### src/rtl/fl_binder_arbiter.sv
// fl_binder_arbiter
//   Frame-granular round-robin arbiter for the FL binder. Picks which RX
//   FrameLink port owns the single TX port, drives the per-port handshake and
//   exports SEL for the binder's external data/REM/SOP/EOP mux. A granted port
//   keeps TX until its EOF word transfers, so frames never interleave.
//
//   Optional feature macro: FL_BINDER_ARB_WATCHDOG_EN
//     When it is defined, a starvation watchdog releases an owner whose source
//     stays idle for TIMEOUT cycles while TX is ready, and it pulses TIMEOUT_ERR.
//     When it is undefined, TIMEOUT_ERR is tied low and the owner is never forced off.
//
// Parameters
//   INPUT_COUNT  number of RX ports (2..16, any value)
//   SEL_WIDTH    width of SEL, must be max(1, clog2(INPUT_COUNT))
//   TIMEOUT      watchdog limit in starved cycles (watchdog build only)
//
// Ports (all FrameLink strobes are active low)
//   CLK           clock, rising edge
//   RESET         asynchronous active-low reset
//   RX_SOF_N      per-port start of frame
//   RX_EOF_N      per-port end of frame
//   RX_SRC_RDY_N  per-port source ready
//   RX_DST_RDY_N  per-port destination ready (only the owner follows TX)
//   TX_DST_RDY_N  output destination ready
//   TX_SRC_RDY_N  output source ready (owner's source ready)
//   SEL           index of the granted port
//   BUSY          high while a port owns TX
//   TIMEOUT_ERR   one-cycle watchdog pulse
module fl_binder_arbiter #(
    parameter int unsigned INPUT_COUNT = 4,
    parameter int unsigned SEL_WIDTH   = 2,
    parameter int unsigned TIMEOUT     = 1024
) (
    input  logic                   CLK,
    input  logic                   RESET,
    input  logic [INPUT_COUNT-1:0] RX_SOF_N,
    input  logic [INPUT_COUNT-1:0] RX_EOF_N,
    input  logic [INPUT_COUNT-1:0] RX_SRC_RDY_N,
    output logic [INPUT_COUNT-1:0] RX_DST_RDY_N,
    input  logic                   TX_DST_RDY_N,
    output logic                   TX_SRC_RDY_N,
    output logic [SEL_WIDTH-1:0]   SEL,
    output logic                   BUSY,
    output logic                   TIMEOUT_ERR
);

    if (INPUT_COUNT < 2 || INPUT_COUNT > 16 || TIMEOUT < 1 ||
        SEL_WIDTH != ((INPUT_COUNT > 1) ? $clog2(INPUT_COUNT) : 1)) begin : g_param_check
        $error("fl_binder_arbiter: illegal INPUT_COUNT/SEL_WIDTH/TIMEOUT combination");
    end

    typedef enum logic {
        IDLE,
        LOCKED
    } state_t;

    state_t                 state;
    state_t                 state_nxt;
    logic [SEL_WIDTH-1:0]   ptr;
    logic [SEL_WIDTH-1:0]   ptr_nxt;
    logic [SEL_WIDTH-1:0]   sel;
    logic [SEL_WIDTH-1:0]   sel_nxt;
    logic [SEL_WIDTH-1:0]   sel_inc;
    logic [INPUT_COUNT-1:0] req;
    logic                   src_rdy;
    logic                   xfer;
    logic                   found;
    logic                   timeout_hit;
    int unsigned            idx;

    // Only a word carrying SOF can win arbitration; mid-frame words from a
    // non-owner are simply held off.
    assign req     = ~RX_SRC_RDY_N & ~RX_SOF_N;
    assign src_rdy = ~RX_SRC_RDY_N[sel];
    assign xfer    = (state == LOCKED) && src_rdy && !TX_DST_RDY_N;

    // Explicit wrap keeps the pointer inside 0..INPUT_COUNT-1 for counts that
    // are not a power of two.
    assign sel_inc = (sel == SEL_WIDTH'(INPUT_COUNT - 1)) ? '0 : sel + SEL_WIDTH'(1);

`ifdef FL_BINDER_ARB_WATCHDOG_EN
    localparam int unsigned WDOG_WIDTH = $clog2(TIMEOUT + 1);

    logic [WDOG_WIDTH-1:0] wdog;

    assign timeout_hit = (state == LOCKED) && (wdog == WDOG_WIDTH'(TIMEOUT));

    // Counts only cycles where TX could take a word but the owner has none;
    // backpressure and every transfer restart the count.
    always_ff @(posedge CLK or negedge RESET) begin
        if (!RESET) begin
            wdog <= '0;
        end else if (state != LOCKED || timeout_hit || TX_DST_RDY_N || src_rdy) begin
            wdog <= '0;
        end else begin
            wdog <= wdog + WDOG_WIDTH'(1);
        end
    end
`else
    assign timeout_hit = 1'b0;
`endif

    assign TIMEOUT_ERR = timeout_hit;
    assign BUSY        = (state == LOCKED);
    assign SEL         = sel;

    always_ff @(posedge CLK or negedge RESET) begin
        if (!RESET) begin
            state <= IDLE;
            ptr   <= '0;
            sel   <= '0;
        end else begin
            state <= state_nxt;
            ptr   <= ptr_nxt;
            sel   <= sel_nxt;
        end
    end

    always_comb begin
        state_nxt    = state;
        ptr_nxt      = ptr;
        sel_nxt      = sel;
        TX_SRC_RDY_N = 1'b1;
        RX_DST_RDY_N = '1;
        found        = 1'b0;
        idx          = '0;

        unique case (state)
            IDLE: begin
                // Scan ptr, ptr+1, ... modulo INPUT_COUNT; first requester wins.
                for (int unsigned k = 0; k < INPUT_COUNT; k++) begin
                    idx = 32'(ptr) + k;
                    if (idx >= INPUT_COUNT) begin
                        idx = idx - INPUT_COUNT;
                    end
                    if (!found && req[idx[SEL_WIDTH-1:0]]) begin
                        found   = 1'b1;
                        sel_nxt = idx[SEL_WIDTH-1:0];
                    end
                end
                if (found) begin
                    state_nxt = LOCKED;
                end
            end

            LOCKED: begin
                TX_SRC_RDY_N      = RX_SRC_RDY_N[sel];
                RX_DST_RDY_N[sel] = TX_DST_RDY_N;
                if (timeout_hit || (xfer && !RX_EOF_N[sel])) begin
                    state_nxt = IDLE;
                    ptr_nxt   = sel_inc;
                end
            end

            default: begin
                state_nxt = IDLE;
            end
        endcase
    end

endmodule
### config.mk
export PLATFORM = sky130hd
export DESIGN_NAME = fl_binder_arbiter
export DESIGN_NICKNAME = d
export VERILOG_FILES = /design/src/rtl/fl_binder_arbiter.sv
export SDC_FILE = /design/constraint.sdc
export NUM_CORES = 1
export LEC_CHECK = 0
export ABC_AREA = 1
export CORE_MARGIN = 10
export CORE_UTILIZATION = 42
export DETAILED_ROUTE_END_ITERATION = 16
export PLACE_DENSITY = 0.77
export SYNTH_ARGS = -nofsm -noshare
export SYNTH_HDL_FRONTEND = slang
export SYNTH_SLANG_ARGS = --single-unit
### constraint.sdc
create_clock -name CLK -period 1.4 [get_ports CLK]
set_input_delay 0.35 -clock CLK [delete_from_list [all_inputs] [get_ports CLK]]
set_output_delay 0.35 -clock CLK [all_outputs]
set_load 0.02 [all_outputs]
==> flow_metrics.env, run 1 <==
export IMPL_drc=0
export IMPL_grt_max_degree=9
export IMPL_drtAntennaViolNets=0
export IMPL_layout_common_cells="buf_4, nand2_1, nand2_2"
export IMPL_cts_buffers=3
export IMPL_layout_nets=174
export IMPL_ys_ff_latch=5
export IMPL_min_path_type="input port to async pin"
export IMPL_rsz0062_at_grt="yes"
export IMPL_die_w_um=58.5
export IMPL_path_cells="nand2_1 -> nand2_4 -> nand3_2 -> nand2_2 -> nand2_4 -> nor2_4 -> nand3_2 -> nand2_1 -> nand2_1 -> nand2_1 -> nand2_1 -> nand2_1"
export IMPL_status="complete, but fails checks"
export IMPL_ir_drop_mv=1.96
export IMPL_layout_commonest_cell="buf_4"
export IMPL_pwr_share_clk=0.064
export IMPL_rows=13
export IMPL_ios=24
export IMPL_vias_per_cell=6.32
export IMPL_ys_seq_area_frac=0.201
export IMPL_finalSetupViolations=11
export IMPL_leakagePower_nw=0.639
export IMPL_cts_sinks=5
export IMPL_first_global_vias=866
export IMPL_path_class="flop to flop"
export IMPL_violations="setup timing"
export IMPL_hold_viol=0
export IMPL_end_kind="flop"
export IMPL_p_per_area_nw_per_um2=2480
export IMPL_cp_required_ns=1.60
export IMPL_clockBufferDepth=2
export IMPL_setup_tns_ns=-2.71
export IMPL_synthDistinctLibCells=23
export IMPL_swShare=0.549
export IMPL_synth_net_count=117
export IMPL_routed_via_count=1068
export IMPL_r2r_setup_slack_ns=-0.33
export IMPL_p_int_w=0.00145
export IMPL_cts_root_buf="clkbuf_4"
export IMPL_grt_usage=0.152
export IMPL_combPwrFrac=0.813
export IMPL_synthCells=98
export IMPL_hpwl_mm=1.83
export IMPL_fin_util=0.961
export IMPL_ys_warn_count=0
export IMPL_power_frac_seq=0.122
export IMPL_clk_pin_slew_ns=0.06
export IMPL_fillers=30
export IMPL_die_area_um2=3420
export IMPL_tritoncts="done"
export IMPL_synthMuxAreaShare=0
export IMPL_grt_remaining_overflow=0
export IMPL_pre_cts_slack_ns=-0.716
export IMPL_synth_top_family_by_area="simple AND/OR/NAND/NOR gates"
export IMPL_syn2layout_area_growth_pct=109
export IMPL_drt_iter0_drc=85
export IMPL_slew_viol_final=0
export IMPL_h_tree_depth=1
export IMPL_cp_max_fo=8
export IMPL_crit_arrival_ns=1.94
export IMPL_core_area_um2=1350
export IMPL_slowest_stage="dfrtp_2"
export IMPL_syn_area_um2=622
export IMPL_synth_compound_area_frac=0.105
export IMPL_detail_route_first_pass_iterations=5
export IMPL_clock_skew_ns=0.00234
export IMPL_synth_xor_area_share=0
export IMPL_die_h_um=58.5
export IMPL_portBuffers=22
export IMPL_critPathLaunchType="flop"
export IMPL_clock_latency_ns=0.27
export IMPL_finalWorstSetupSlack_ns=-0.334
export IMPL_place_gp_congestion=0.825
export IMPL_wirelength_mm=4.22
export IMPL_antenna_found_initial=0
export IMPL_post_drt_wl_per_cell_um=25.0
export IMPL_start_util=0.461
export IMPL_synth_simple_area_share=0.523
export IMPL_period_share=1.24
export IMPL_grt_pass1_wl_mm=4.08
export IMPL_cap_violations=0
export IMPL_antenna_cells=0
export IMPL_critPathMostFrequentCell="nand2_1"
export IMPL_synthAdderAreaFrac=0.0805
export IMPL_critPathMaxStageDelay_ns=0.53
export IMPL_fin_crit_ns=1.73
export IMPL_final_layout_size_suffix_gt1_frac=0.643
export IMPL_p_sw_w=0.00176
export IMPL_fmax_mhz=577
export IMPL_avgSynthCellArea_um2=6.35
-- state kept, by name, summed over array words and instances (netlist names) --
signal and cells:
SEL 2, ptr 2, BUSY 1
-- path summary, 6_finish.rpt --
kind                            depth (start not counted)    from      to
worst max-delay path                                   12  ptr[0]  SEL[1]
worst min-delay path                                    1   RESET  ptr[0]
worst max register to register                         12  ptr[0]  SEL[1]
worst min register to register                          3  SEL[1]  SEL[1]
max in group asynchronous                               1   RESET  SEL[1]
min in group CLK                                        3  SEL[1]  SEL[1]
-- area by class of cell --
| type | instances | area (um^2) | share of cell area |
|---|---|---|---|
| repair buffers | 54 | 463 | 0.357 |
| clock buffers | 4 | 26.3 | 0.0203 |
| well taps | 15 | 18.8 | 0.0145 |
| inverters | 7 | 41.3 | 0.0318 |
| flip-flops and latches | 5 | 130 | 0.100 |
| multi-input cells | 84 | 618 | 0.476 |
-- metal layers --
layer	GRT usage	wire length [um]
met3	0.0343	469
met4	0.0705	308
met2	0.291	2030
met5	0	0
met1	0.149	1420
-- worst max-delay path, delay by kind of cell (launching register included) --
family        cells  cell delay (ns)
flops             1             0.53
simple gates     12             1.13
-- synthesized netlist by cell type --
master / number / area [um^2]
a21oi_1: 2 / 10.0
buf_4: 1 / 7.51
buf_6: 1 / 11.3
conb_1: 1 / 3.75
dfrtp_1: 5 / 125
ha_1: 4 / 50.1
inv_1: 4 / 15.0
inv_2: 2 / 7.51
inv_8: 1 / 11.3
nand2_1: 36 / 135
nand2_2: 6 / 37.5
nand2_4: 1 / 11.3
nand3_1: 6 / 30.0
nand3_2: 3 / 30.0
nand4_1: 1 / 6.26
nor2_1: 10 / 37.5
nor2_2: 1 / 6.26
nor2_4: 1 / 11.3
nor3_2: 2 / 20.0
o21ai_0: 7 / 35.0
o21ai_1: 1 / 5.00
o221ai_1: 1 / 8.76
o22ai_1: 1 / 6.26
-- cell families (layout without fill, tap and decap cells) --
logic type               Yosys count  count (layout)
AND/OR/NAND/NOR                   67              67
AO/OA/AOI/OAI                     12              12
buffers and inverters              9              65
flip-flops                         5               5
adder cells (fa/ha/maj)            4               4
other                              1               1
-- per-stage QoR --
stage	instance area, um^2	std cells	hold WS, ns	total power, W
2_1_floorplan	637	98	0.0544	0.00131
5_1_grt	1300	169	0.318	0.00330
4_1_cts	1130	161	0.321	0.00242
3_5_place_dp	1010	153	0.596	0.00197
6_report	1300	169	0.313	0.00321
3_3_place_gp	1010	153	0.584	0.00191
-- timing repair --
item                       4_1_cts  5_1_grt
pin swaps                       18       13
setup buffers                    5        8
setup endpoints to repair       13       12
hold buffers                     0        0
resized for setup               73       36
-- power groups by stage --
stage	clock network (W)	registers (W)	logic, W
after detailed placement	0	0.000340	0.00163
after CTS	0.000190	0.000350	0.00188
after global routing	0.000212	0.000395	0.00270
final	0.000206	0.000393	0.00261
after global placement	0	0.000336	0.00158
after floorplan	0	0.000341	0.000965
(Power assumes the default switching activity.)
==> run 2, diff against run 1 <==
Settings changed: GPL_TIMING_DRIVEN set to 1.
==> results of run 2 <==
Same layout as run 1: the final DEF is identical, and so are final timing and power.
==> RTL edit 1 (settings of run 1) <==
Add a define of `FL_BINDER_ARB_WATCHDOG_EN`.
--- a/src/rtl/fl_binder_arbiter.sv
+++ b/src/rtl/fl_binder_arbiter.sv
@@ -26,6 +26,8 @@
 //   SEL           index of the granted port
 //   BUSY          high while a port owns TX
 //   TIMEOUT_ERR   one-cycle watchdog pulse
+`define FL_BINDER_ARB_WATCHDOG_EN
+
 module fl_binder_arbiter #(
     parameter int unsigned INPUT_COUNT = 4,
     parameter int unsigned SEL_WIDTH   = 2,
Formal check against the unedited RTL: same outputs for any inputs over 10 cycles, from zero or initial values and one cycle with RESET low; that may be too few to reach the edited logic, so the function may still have changed.
==> RTL edit 1 against run 1 <==
The flow now stops in global routing (5_1_grt). Synthesized area grew 85%.
==> RTL edit 1: results (changes against run 1) <==
INFO  metric placement.setup.worst_slack = -816 ps (-99.6 ps)
INFO  metric mux_contribution_to_synthesized_area = 0 (unchanged)
INFO  metric grt_repair_worst_endpoint = TIMEOUT_ERR
INFO  metric ys_types = 28 (+22%)
INFO  metric dp_hpwl = 2820 um (+55%)
INFO  metric globalplace.congestion = 0.932 (+13%)
INFO  metric post-place-cells = 254 (+66%)
INFO  metric worstEpCategory = output port
INFO  metric postSynthNetCount = 184 (+57%)
INFO  metric post_synth_main_area_contributors = dfrtp_1 35%, nand2_1 15%, ha_1 6.5%
INFO  metric io_buffers = 23 (+4.5%)
INFO  metric buffers_from_clock_root_to_sink_at_most = 2 (unchanged)
INFO  metric synth-main-ff-cell = dfrtp_1
INFO  metric cts-root-buf = clkbuf_4
INFO  metric asyncSetResetFlopFracSynth = 1.00 (unchanged)
INFO  metric yosys_warnings = 0 (unchanged)
INFO  metric synth-compound-area-share = 0.101 (-0.00365)
INFO  metric synth_common_cells = 46 x nand2_1, 19 x nor2_1, 17 x inv_1, 16 x dfrtp_1, 14 x nand3_1
INFO  metric grt_start_max_net_pins = 17
INFO  metric post_synth_xor_xnor_area = 0.0217 (+0.0217)
INFO  metric synth_fa_ha_area_frac = 0.0651 (-0.0153)
INFO  metric tritoncts.num_buffers = 3 (unchanged)
INFO  metric synth_seq_area_share = 0.347 (+0.146)
INFO  metric grt_antenna_before_repair = 0
INFO  metric toolErrorMsg = [ERROR DPL-0033] detailed placement checks failed during check placement.
INFO  metric clkSinkCount = 16 (+11)
INFO  metric outcome = did not finish
INFO  metric haltStage = global routing (5_1_grt)
INFO  metric synthesis.instances = 163 (+66%)
INFO  metric htree_num_levels = 1 (unchanged)
[RTL edit 1: cell count changes after synthesis, sizes merged, moves of 4 or more]
cell,run 1,this run
nand3,9,14
dfrtp,5,16
nor2,12,20
inv,7,20
nand2,43,49
a21oi,2,6
nor3,2,7
[RTL edit 1: cells by family after synthesis]
logic type,Yosys count
adders and majority gates,6
DFF,16
AOI/OAI and AO/OA,18
buffers and inverters,22
and+or+nand+nor,99
xor gates and xnor gates,2
[RTL edit 1: through the flow]
step | instance area [um^2] | utilization
floorplan | 1190 | -
global placement | 1740 | 0.684
detailed placement | 1740 | 0.684
CTS | 2180 | 0.856
[RTL edit 1: what timing repair did]
action / in CTS
pin swaps: 36
gates resized for setup: 121
gates cloned: 1
buffers inserted: 28
setup endpoints to repair: 25
==> RTL edit 2 (config.mk and constraints of run 1) <==
Without the edit above. Put a register stage on the output `TIMEOUT_ERR`, cleared by the reset. The value now appears one clock later. The other outputs are not delayed to match. Comments in the files are not updated.
--- a/src/rtl/fl_binder_arbiter.sv
+++ b/src/rtl/fl_binder_arbiter.sv
@@ -100,7 +100,13 @@
     assign timeout_hit = 1'b0;
 `endif
 
-    assign TIMEOUT_ERR = timeout_hit;
+    always_ff @(posedge CLK or negedge RESET) begin
+        if (!RESET) begin
+            TIMEOUT_ERR <= '0;
+        end else begin
+            TIMEOUT_ERR <= timeout_hit;
+        end
+    end
     assign BUSY        = (state == LOCKED);
     assign SEL         = sel;
 
Check against the original RTL: equivalent (equiv_simple and equiv_induct, registers matched by name and starting in step).
==> RTL edit 2 against run 1 <==
Fmax up 9.9%. Sequential share of layout area down 0.39 points. Routed wire length down 33%. Global-route usage down 1.9 points. Power down 5.1%. Sequential cell count unchanged. The flow still finishes with violations (negative setup slack). Worst setup slack better by 160 ps. Hold slack worse by 3.9 ps. Design area up 2.0%. Synthesized area up 6.8%.
==> RTL edit 2: results (changes against run 1) <==
INFO  metric max_stage_delay = 430 ps (-100 ps)
INFO  metric powerClk = 0.177 mW (-14%)
INFO  metric postSynthNetCount = 124 (+6.0%)
INFO  metric synth_common_cells = 41 x nand2_1, 12 x nor2_1, 10 x nand3_1, 8 x nand2_2, 6 x o21ai_0
INFO  metric sequentialPowerShare = 0.116 (-0.006)
INFO  metric worst-path-max-fanout = 4 (-4)
INFO  metric detail_route.iter0.violations = 23 (-73%)
INFO  metric net-switching-power = 1.56 mW (-11%)
INFO  metric synth_fa_ha_area_frac = 0.0753 (-0.00515)
INFO  metric failed_checks = negative setup slack
INFO  metric setup_viol = 10 (-1)
INFO  metric post_route_cells_drive_above_1_share = 0.591 (-0.0517)
INFO  metric outcome = complete, but fails checks
INFO  metric worst_setup_path_startpoint = SEL[0]$_DFFE_PN0P_
INFO  metric static-leakage-power = 0.682 nW (+6.7%)
INFO  metric fill_cells = 69 (+130%)
INFO  metric worst-endpoint-arrival = 1230 ps (-710 ps)
INFO  metric layout_setup_ws = -177 ps (+157 ps)
INFO  metric synth_seq_area_share = 0.188 (-0.0129)
INFO  metric placement.setup.worst_slack = -727 ps (-11.0 ps)
INFO  metric post_synth.cell_area_avg = 6.33 um^2 (-0.28%)
INFO  metric first_global_vias = 888 (+2.5%)
INFO  metric sw_frac_of_total = 0.513 (-0.0361)
INFO  metric post_synth_main_area_contributors = nand2_1 23%, dfrtp_1 19%, ha_1 7.5%
INFO  metric post_drt_wl_per_cell = 16.1 um (-35%)
==> RTL edit 2: changes by cell type after synthesis, sizes merged <==
cell,before,now
a21oi,2,0
nand2,43,50
nand3,9,13
nand4,1,0
nor3,2,1
o21ai,8,7
o21bai,0,1
==> RTL edit 2: worst max-delay path: cells and delay by family (launching register included) <==
family,cells,cell delay [ps]
buffers and inverters,2,310
flip-flops,1,430
AO/OA/AOI/OAI,2,240
==> RTL edit 2: layout make-up <==
| type | instances | area, um^2 | share of cell area |
|---|---|---|---|
| timing repair buffer | 52 | 440 | 0.333 |
| multi-input combinational | 91 | 673 | 0.509 |
| inverter | 7 | 36.3 | 0.0274 |
| tap | 16 | 20.0 | 0.0151 |
| clock buffer | 4 | 26.3 | 0.0198 |
| sequential | 5 | 128 | 0.0964 |
==> RTL edit 2: timing repair <==
item	4_1_cts	5_1_grt
cloned	0	0
setup endpoints to repair	11	11
endpoints found under the hold margin	0	0
pin swaps	20	16
hold buffers	0	0
setup buffers	11	5
resized for setup	81	25
==> RTL edit 2: per-layer routing <==
layer | share of wire | track usage | wire [um] | up-vias
li1 | - | - | - | 446
met1 | 0.36 | 0.122 | 1020 | 434
met2 | 0.55 | 0.256 | 1560 | 27
met3 | 0.059 | 0.0445 | 168 | 9
met4 | 0.027 | 0.0609 | 75 | 0
met5 | 0 | 0 | 0 | -
==> RTL edit 2: worst paths after layout <==
check | slack [ps] | cells after the start | end
setup / recovery | -180 | 4 | TX_SRC_RDY_N
min in group CLK | 650 | 2 | BUSY$_DFF_PN0_
hold reg to reg | 650 | 2 | BUSY$_DFF_PN0_
max in group asynchronous | 880 | 1 | SEL[0]$_DFFE_PN0P_
setup reg to reg | -150 | 11 | SEL[0]$_DFFE_PN0P_
hold / removal | 310 | 1 | ptr[1]$_DFFE_PN0P_
